File: src/rtl/div_pkg.sv
// Shared definitions for the AXI-Stream restoring divider: operand width,
// fixed end-to-end latency, controller states and a magnitude helper.
package div_pkg;

    localparam int DIV_W       = 32;
    localparam int DIV_LATENCY = 34;

    // Most negative two's-complement value, the only dividend that can overflow
    localparam logic [DIV_W-1:0] DIV_INT_MIN = {1'b1, {(DIV_W-1){1'b0}}};

    typedef enum logic [1:0] {
        IDLE = 2'd0,
        CALC = 2'd1,
        FIX  = 2'd2,
        DONE = 2'd3
    } div_state_e;

    // Absolute value when interpreted as signed, pass-through otherwise.
    // The magnitude of DIV_INT_MIN is still representable as an unsigned word.
    function automatic logic [DIV_W-1:0] div_mag(input logic [DIV_W-1:0] v,
                                                 input logic             is_signed);
        return (is_signed && v[DIV_W-1]) ? -v : v;
    endfunction

endpackage

File: src/rtl/div_step.sv
// One radix-2 restoring division step: shift the next dividend bit into the
// partial remainder, subtract the divisor when it fits, emit the quotient bit.
module div_step
    import div_pkg::*;
#(
    parameter int W = DIV_W
) (
    input  logic [W-1:0] rem_in,
    input  logic         bit_in,
    input  logic [W-1:0] divisor,
    output logic [W-1:0] rem_out,
    output logic         q_bit
);

    logic [W:0]   shifted;
    logic [W-1:0] diff;

    // Trial subtraction; the restored result always fits in W bits because the
    // incoming remainder is strictly smaller than the divisor
    always_comb begin
        shifted = {rem_in, bit_in};
        diff    = shifted[W-1:0] - divisor;
        q_bit   = (shifted >= {1'b0, divisor});
        rem_out = q_bit ? diff : shifted[W-1:0];
    end

endmodule

File: src/rtl/div_axis_core.sv
// AXI-Stream divider core: collects a dividend and a divisor on independent
// channels, runs 32 restoring steps on the magnitudes, applies sign and
// special-case correction, then pulses a single result beat.
module div_axis_core
    import div_pkg::*;
#(
    parameter bit SIGNED = 1'b0
) (
    input  logic                 clk,
    input  logic                 rst,
    input  logic [DIV_W-1:0]     s_axis_dividend_tdata,
    input  logic                 s_axis_dividend_tvalid,
    output logic                 s_axis_dividend_tready,
    input  logic [DIV_W-1:0]     s_axis_divisor_tdata,
    input  logic                 s_axis_divisor_tvalid,
    output logic                 s_axis_divisor_tready,
    output logic [2*DIV_W-1:0]   m_axis_dout_tdata,
    output logic                 m_axis_dout_tvalid
);

    div_state_e         state_q, state_d;
    logic               dvd_cap_q, dvd_cap_d;
    logic               dvs_cap_q, dvs_cap_d;
    logic [DIV_W-1:0]   dvd_raw_q, dvd_raw_d;
    logic [DIV_W-1:0]   dvs_raw_q, dvs_raw_d;
    logic [DIV_W-1:0]   quo_q, quo_d;
    logic [DIV_W-1:0]   rem_q, rem_d;
    logic [DIV_W-1:0]   dvs_mag_q, dvs_mag_d;
    logic [4:0]         cnt_q, cnt_d;
    logic [2*DIV_W-1:0] dout_q, dout_d;
    logic               tvalid_q, tvalid_d;

    logic               dvd_fire;
    logic               dvs_fire;
    logic               step_bit;
    logic [DIV_W-1:0]   step_rem;
    logic               dvd_neg;
    logic               dvs_neg;
    logic               div_zero;
    logic               overflow;
    logic [DIV_W-1:0]   fix_quo;
    logic [DIV_W-1:0]   fix_rem;

    assign s_axis_dividend_tready = (state_q == IDLE) && !dvd_cap_q;
    assign s_axis_divisor_tready  = (state_q == IDLE) && !dvs_cap_q;
    assign dvd_fire               = s_axis_dividend_tvalid && s_axis_dividend_tready;
    assign dvs_fire               = s_axis_divisor_tvalid && s_axis_divisor_tready;
    assign m_axis_dout_tdata      = dout_q;
    assign m_axis_dout_tvalid     = tvalid_q;

    // The quotient register doubles as the dividend shifter: its MSB feeds the
    // step and the new quotient bit enters at the LSB
    div_step #(
        .W(DIV_W)
    ) u_step (
        .rem_in  (rem_q),
        .bit_in  (quo_q[DIV_W-1]),
        .divisor (dvs_mag_q),
        .rem_out (step_rem),
        .q_bit   (step_bit)
    );

    // Turn the magnitude result into the final quotient/remainder, overriding
    // it for division by zero and for the single signed overflow case
    always_comb begin
        dvd_neg  = SIGNED && dvd_raw_q[DIV_W-1];
        dvs_neg  = SIGNED && dvs_raw_q[DIV_W-1];
        div_zero = (dvs_raw_q == '0);
        overflow = SIGNED && (dvd_raw_q == DIV_INT_MIN) && (dvs_raw_q == '1);
        fix_quo  = quo_q;
        fix_rem  = rem_q;
        if (div_zero) begin
            fix_quo = dvd_neg ? DIV_W'(1) : '1;
            fix_rem = dvd_raw_q;
        end else if (overflow) begin
            fix_quo = DIV_INT_MIN;
            fix_rem = '0;
        end else begin
            fix_quo = (dvd_neg ^ dvs_neg) ? -quo_q : quo_q;
            fix_rem = dvd_neg ? -rem_q : rem_q;
        end
    end

    // Controller: operand capture, 32 iteration steps, correction, result beat
    always_comb begin
        state_d   = state_q;
        dvd_cap_d = dvd_cap_q;
        dvs_cap_d = dvs_cap_q;
        dvd_raw_d = dvd_raw_q;
        dvs_raw_d = dvs_raw_q;
        quo_d     = quo_q;
        rem_d     = rem_q;
        dvs_mag_d = dvs_mag_q;
        cnt_d     = cnt_q;
        dout_d    = dout_q;
        tvalid_d  = 1'b0;
        case (state_q)
            IDLE: begin
                if (dvd_fire) begin
                    dvd_raw_d = s_axis_dividend_tdata;
                    dvd_cap_d = 1'b1;
                end
                if (dvs_fire) begin
                    dvs_raw_d = s_axis_divisor_tdata;
                    dvs_cap_d = 1'b1;
                end
                if (dvd_cap_d && dvs_cap_d) begin
                    state_d   = CALC;
                    dvd_cap_d = 1'b0;
                    dvs_cap_d = 1'b0;
                    cnt_d     = '0;
                    rem_d     = '0;
                    quo_d     = div_mag(dvd_raw_d, SIGNED);
                    dvs_mag_d = div_mag(dvs_raw_d, SIGNED);
                end
            end
            CALC: begin
                rem_d = step_rem;
                quo_d = {quo_q[DIV_W-2:0], step_bit};
                if (cnt_q == 5'd31) begin
                    state_d = FIX;
                    cnt_d   = '0;
                end else begin
                    cnt_d = cnt_q + 5'd1;
                end
            end
            FIX: begin
                dout_d   = {fix_quo, fix_rem};
                tvalid_d = 1'b1;
                state_d  = DONE;
            end
            DONE: begin
                state_d = IDLE;
            end
            default: begin
                state_d = IDLE;
            end
        endcase
    end

    // State registers with synchronous reset that aborts any operation
    always_ff @(posedge clk) begin
        if (rst) begin
            state_q   <= IDLE;
            dvd_cap_q <= 1'b0;
            dvs_cap_q <= 1'b0;
            dvd_raw_q <= '0;
            dvs_raw_q <= '0;
            quo_q     <= '0;
            rem_q     <= '0;
            dvs_mag_q <= '0;
            cnt_q     <= '0;
            dout_q    <= '0;
            tvalid_q  <= 1'b0;
        end else begin
            state_q   <= state_d;
            dvd_cap_q <= dvd_cap_d;
            dvs_cap_q <= dvs_cap_d;
            dvd_raw_q <= dvd_raw_d;
            dvs_raw_q <= dvs_raw_d;
            quo_q     <= quo_d;
            rem_q     <= rem_d;
            dvs_mag_q <= dvs_mag_d;
            cnt_q     <= cnt_d;
            dout_q    <= dout_d;
            tvalid_q  <= tvalid_d;
        end
    end

endmodule

File: config.mk
export PLATFORM = sky130hd
export DESIGN_NAME = div_axis_core
export DESIGN_NICKNAME = d
export VERILOG_FILES = /design/src/rtl/div_pkg.sv /design/src/rtl/div_step.sv /design/src/rtl/div_axis_core.sv
export SDC_FILE = /design/constraint.sdc
export NUM_CORES = 1
export LEC_CHECK = 0
export CORE_MARGIN = 8
export CORE_UTILIZATION = 55
export CTS_BUF_LIST = sky130_fd_sc_hd__clkbuf_4 sky130_fd_sc_hd__clkbuf_8
export DETAILED_ROUTE_END_ITERATION = 16
export PLACE_DENSITY = 0.79
export SYNTH_ARGS = -nofsm -noshare
export SYNTH_HDL_FRONTEND = slang
export SYNTH_SLANG_ARGS = --single-unit
File: constraint.sdc
create_clock -name clk -period 3.5 [get_ports clk]
set_clock_uncertainty 0.2 [all_clocks]
set_input_delay 0.525 -clock clk [delete_from_list [all_inputs] [get_ports clk]]
set_output_delay 0.525 -clock clk [all_outputs]
set_load 0.01 [all_outputs]
# == Word level (Yosys, flattened, before mapping) ==
# Index checks and enable logic that the tools add are counted.
# W data, S select, Z words.
# totals
out_inout_bits,67
latchBits,0
word_cells,55
rom_bits,0
memories,0
ram_bits,0
input_bits,68
reg_bits,234
# op_classes
bitwise_logic,0
n_mux,22
reduce_logical,13
addsub,2
mul,0
eq_ne,6
shifts,0
n_div,0
magnitude_cmp,1
# ops
op,count
$mux W32,7
$pmux W32 S2,2
$ge A33 B32 Y1,1
$logic_not A32 Y1,1
$sub A32 B32 Y32,1
$mux W5,2
$pmux W5 S2,1
$pmux W2 S4,1
$mux W1,7
$reduce_and A2 Y1,3
$add A5 B1 Y5 const B,1
$eq A5 B5 Y1 const B,1
$logic_and A1 B1 Y1,5
$eq A2 B2 Y1 const B,2
$mux W2,2
$eq A2 B1 Y1 const B,1
$logic_not A1 Y1,2
$logic_not A2 Y1,1
$ne A2 B1 Y1 const B,1
$ne A2 B2 Y1 const B,1
$reduce_bool A2 Y1,1

# == Longest topological paths before layout ==
# depth
depth_word,8
depth_mapped,15
ltp_nobuf,12

# == By module ==
# A second synthesis with hierarchy kept.
# unflattened
cells_unflattened,1356
area_unflattened_um2,11683.7
# by_module_without_submodules
mod,instances,seq_area_each_um2,cells_per_inst,area_per_inst_um2
div_axis_core,1,4684.5,1033,9352.7
div_step,1,0.0,323,2331.0

# == Least setup slack after synthesis ==
# OpenSTA, ideal clock, no wires.
# synth_timing
path_kind,reg2reg
from,register dvs_mag_q[19]
to,register rem_q[10]
slack_ns,0.914
required_time_ns,3.171
stages_incl_launch_ff,12
path_buffers,1
setup_time_ns,0.129
arrival_ns,2.257
synth_period_minus_slack_ns,2.586
path_cell_list,dfxtp_1 inv_1 ha_1 a21oi_1 a211oi_1 o31ai_1 a21oi_1 o31ai_1 o211ai_2 buf_4 mux2i_1 o21ai_0
# synth_between
elab_chain_cells,3
# synth_rtl
item,line,text
from (decl),div_axis_core.sv:28,"logic [DIV_W-1:0] dvs_mag_q, dvs_mag_d;"
from (signal assigned),div_axis_core.sv:163,dvs_mag_q <= dvs_mag_d;
$ge A33 B32 Y1,div_step.sv:23,"q_bit = (shifted >= {1'b0, divisor});"
$mux W32,div_step.sv:24,rem_out = q_bit ? diff : shifted[W-1:0];
$pmux W32 S2,div_axis_core.sv:97,case (state_q)
to (signal assigned),div_axis_core.sv:162,rem_q <= rem_d;
to (decl),div_axis_core.sv:27,"logic [DIV_W-1:0] rem_q, rem_d;"
# No other way between the ends.
# A chain may end at the register's enable or synchronous reset.

# == Final worst setup path ==
# layout_timing
from,register dvs_mag_q[19]
to,register rem_q[29]
# layout_between
elab_chain_cells,3
elab_cells_between_ends,4
cone_classes,add/sub: 1; order compare: 1; mux: 2
# layout_rtl
item,line
$sub A32 B32 Y32 or $ge A33 B32 Y1 (tied branches),"div_step.sv:22, div_step.sv:23"
$mux W32 *,div_step.sv:24
$pmux W32 S2 *,div_axis_core.sv:97
# Mark *: on every way between the ends. The rest lies on a longest branch, timed or not.

==> impl_results.md <==
* Synth Area in Adders at 4.32%
* Ant. Diodes at 0
* Relative slew slack at 45.1%
* Top cells by area, synth: dfxtp_1 (42%), nor2_1 (10%), a21oi_1 (8.9%), mux2i_1 (7.3%), nand2_1 (5.2%)
* Pre-CTS setup slack at 0.410 ns
* Clock sinks at 234
* Clock Path Buffers at 3
* Max Fanout on Critical Path at 8
* Post-cts hold buffer count at 0
* Slew Limit Fails at 0
* Crit-path cells: inv_1 > ha_1 > a21oi_1 > a211oi_1 > o31ai_1 > a21oi_1 > o31ai_1 > o211ai_2 > nor2_1 > a22oi_1 > o21ai_0
* XOR/XNOR share of the synthesized area at 2.20%
* Syn_area_per_cell at 7.84 sq um
* Cell area after layout at 0.0135 sq mm
* Cell taking the most area after synthesis: dfxtp_1
* Final HPWL DP at 20.8 mm
* Clock-pin slew on the worst setup and hold paths at 0.06 ns
* First-pass GRT wire length at 47.6 mm
* CTS tree: yes
* Num ports at 135
* Setup total negative slack at 0 ns
* Post-synth EDFFs at 0
* RSZ-0062 raised after global routing: no
* F_max at 0.313 GHz
* Root buffer selected by CTS: clkbuf_8
* Die X at 159 um
* Die area at 0.0251 sq mm
* Area growth syn-to-layout at 21.0%
* WP data arrival at 3.43 ns
* Worst Tran Pin Value at 0.823 ns
* # rows at 52
* DR WL/cell at 15.9 um
* Placer congestion estimate at 0.957
* DRT antenna net count at 0
* Distinct cells, synth at 58
* Initial DRC Count at 561
* Async set-reset flop share out of synthesis at 0%
* Syn. warnings at 0
* Die H at 159 um
* Seq/Total Area, Yosys at 41.9%
* #FFs+latches synth at 234
* DRC viols at 0
* Fillers at 1716
* Max Cap Viol at 0
* Core Area at 0.0201 sq mm
* Most common library cell in the layout ignoring fill and taps: nor2_1
* Crit Path Class: register to register
* Multiplexer share of the synthesized area at 7.35%
* Largest family of logic cells by synthesized area: compound AO/OA/AOI/OAI gates
* Hold Path Class: input port to register
* Post-CTS Resized at 0
* Initial Util at 55.6%
* Final Critical Period at 3.20 ns
* Final worst-path cycle share at 91.3%
* DR vias at 10.1k
* Vias in the first global route at 9660
* Critical Path Source Type: register
* Most frequent cells in the layout: nor2_1 (298), dfxtp_1 (234), a21oi_1 (199)
* GRT Total Usage at 23.1%
* PortBufs at 134
* Clock H-tree levels at 2
* Fin nets at 1634
* Element type at the critical path end: register
* Setup violators final at 0
* Placed Area at 0.0127 sq mm
* Largest net degree at the start of global routing at 179
* Reg2reg setup slack at 0.30 ns
* Final WL at 29.0 mm
* Setup Fix Bufs, Post-CTS at 0
* Slowest CP cell: nor2_1
* Worst path required time at 3.74 ns
* Primary FF master, synth: dfxtp_1
* Final Hold Fails at 0
* Run status: completed
* Synth Area in Compound Gates at 19.9%
* Layout cells sized above 1 at 6.95%
* Initial antenna violation count at 0
* Simple-Gate Fraction of Synth Area at 19.3%
* Cell Area, Synth at 0.0112 sq mm
* Worst-skew pair later-pin latency at 0.53 ns
* CTS Buf Count at 39
* Max incr delay on CP at 0.46 ns
* DR pass1 iterations at 5
* DR vias/cell at 5.51
* Post-synth net total at 1531
* Area fraction of the dominant cell type after synthesis at 41.9%
* Mapped Cells at 1425
* Final worst slack at 0.304 ns
* Remaining global-route overflow at 0
[path summary, 6_finish.rpt]
kind                              startpoint                         end  depth (start not counted)
setup reg to reg  dvs_mag_q[19]$_SDFFE_PP0P_      rem_q[29]$_SDFFE_PP0P_                         11
hold / removal                           rst  dvd_raw_q[30]$_SDFFE_PP0P_                          2
hold reg to reg   dvs_raw_q[10]$_SDFFE_PP0P_  dvs_raw_q[10]$_SDFFE_PP0P_                          2
setup / recovery  dvs_mag_q[19]$_SDFFE_PP0P_      rem_q[29]$_SDFFE_PP0P_                         11
[critical path, delay by kind of cell, from the launching register on]
family                     cells  cell delay (ns)
and+or+nand+nor                1             0.46
DFF                            1             0.33
adders and majority gates      1             0.35
buffers and inverters          1             0.05
AOI/OAI and AO/OA              8             1.72
[flip-flops by register name (all words and copies together) (netlist names)]
signal and cells:
rem_q 32, dvd_raw_q 32, dvs_raw_q 32, quo_q 32
dvs_mag_q 32, cnt_q 5, m_axis_dout_tvalid 1, dvs_cap_q 1
m_axis_dout_tdata 64, state_q 2, dvd_cap_q 1
[cell type report]
class | instances | area, sq um | share of cell area (%)
clock buffers | 62 | 753 | 5.57
clock inverters | 5 | 56.3 | 0.416
inverters | 41 | 154 | 1.14
multi-input cells | 1051 | 5950 | 44.0
flip-flops and latches | 234 | 4680 | 34.6
well taps | 270 | 338 | 2.50
repair buffers | 161 | 1580 | 11.7
[metal layers]
metal / vias to the layer above / track usage (%) / share of wire [%]
li1: 5107 / - / -
met3: 50 / 4.18 / 6.8
met1: 4602 / 31.3 / 47
met5: - / 0 / 0
met2: 298 / 36.6 / 44
met4: 0 / 7.54 / 2.2
[synthesized netlist by cell type, drive strengths merged (3+ instances only)]
cell type / count
nor3: 9
a22oi: 5
buf: 21
mux2i: 82
o21bai: 6
nand2: 155
o21ai: 54
ha: 37
a31oi: 6
a211oi: 71
inv: 41
a21oi: 200
nor4: 10
a21o: 13
and2: 5
o21a: 3
dfxtp: 234
clkbuf: 78
or3: 3
o211ai: 3
xor2: 12
nor2b: 6
nor2: 300
nand4: 5
xnor2: 16
and3: 5
nand2b: 5
nand3: 16
[per-stage QoR]
stage	hold slack, ns	std cells	utilization [%]
6_report	0.134	1824	67.3
3_3_place_gp	0.256	1757	63.2
5_1_grt	0.112	1824	67.3
4_1_cts	0.0942	1824	67.3
2_1_floorplan	0.249	1425	-
3_5_place_dp	0.263	1757	63.2
[kinds of logic (layout without fill, tap and decap cells)]
family | Yosys count | in the layout
XOR/XNOR | 28 | 28
buffers and inverters | 140 | 269
flip-flops | 234 | 234
multiplexers | 82 | 82
AND/OR/NAND/NOR | 526 | 526
adder cells (fa/ha/maj) | 38 | 38
AO/OA/AOI/OAI | 377 | 377
Power is left out: the tool's default activity adds up to more than one toggle a clock period on the data nets, which glitch-free logic cannot reach.
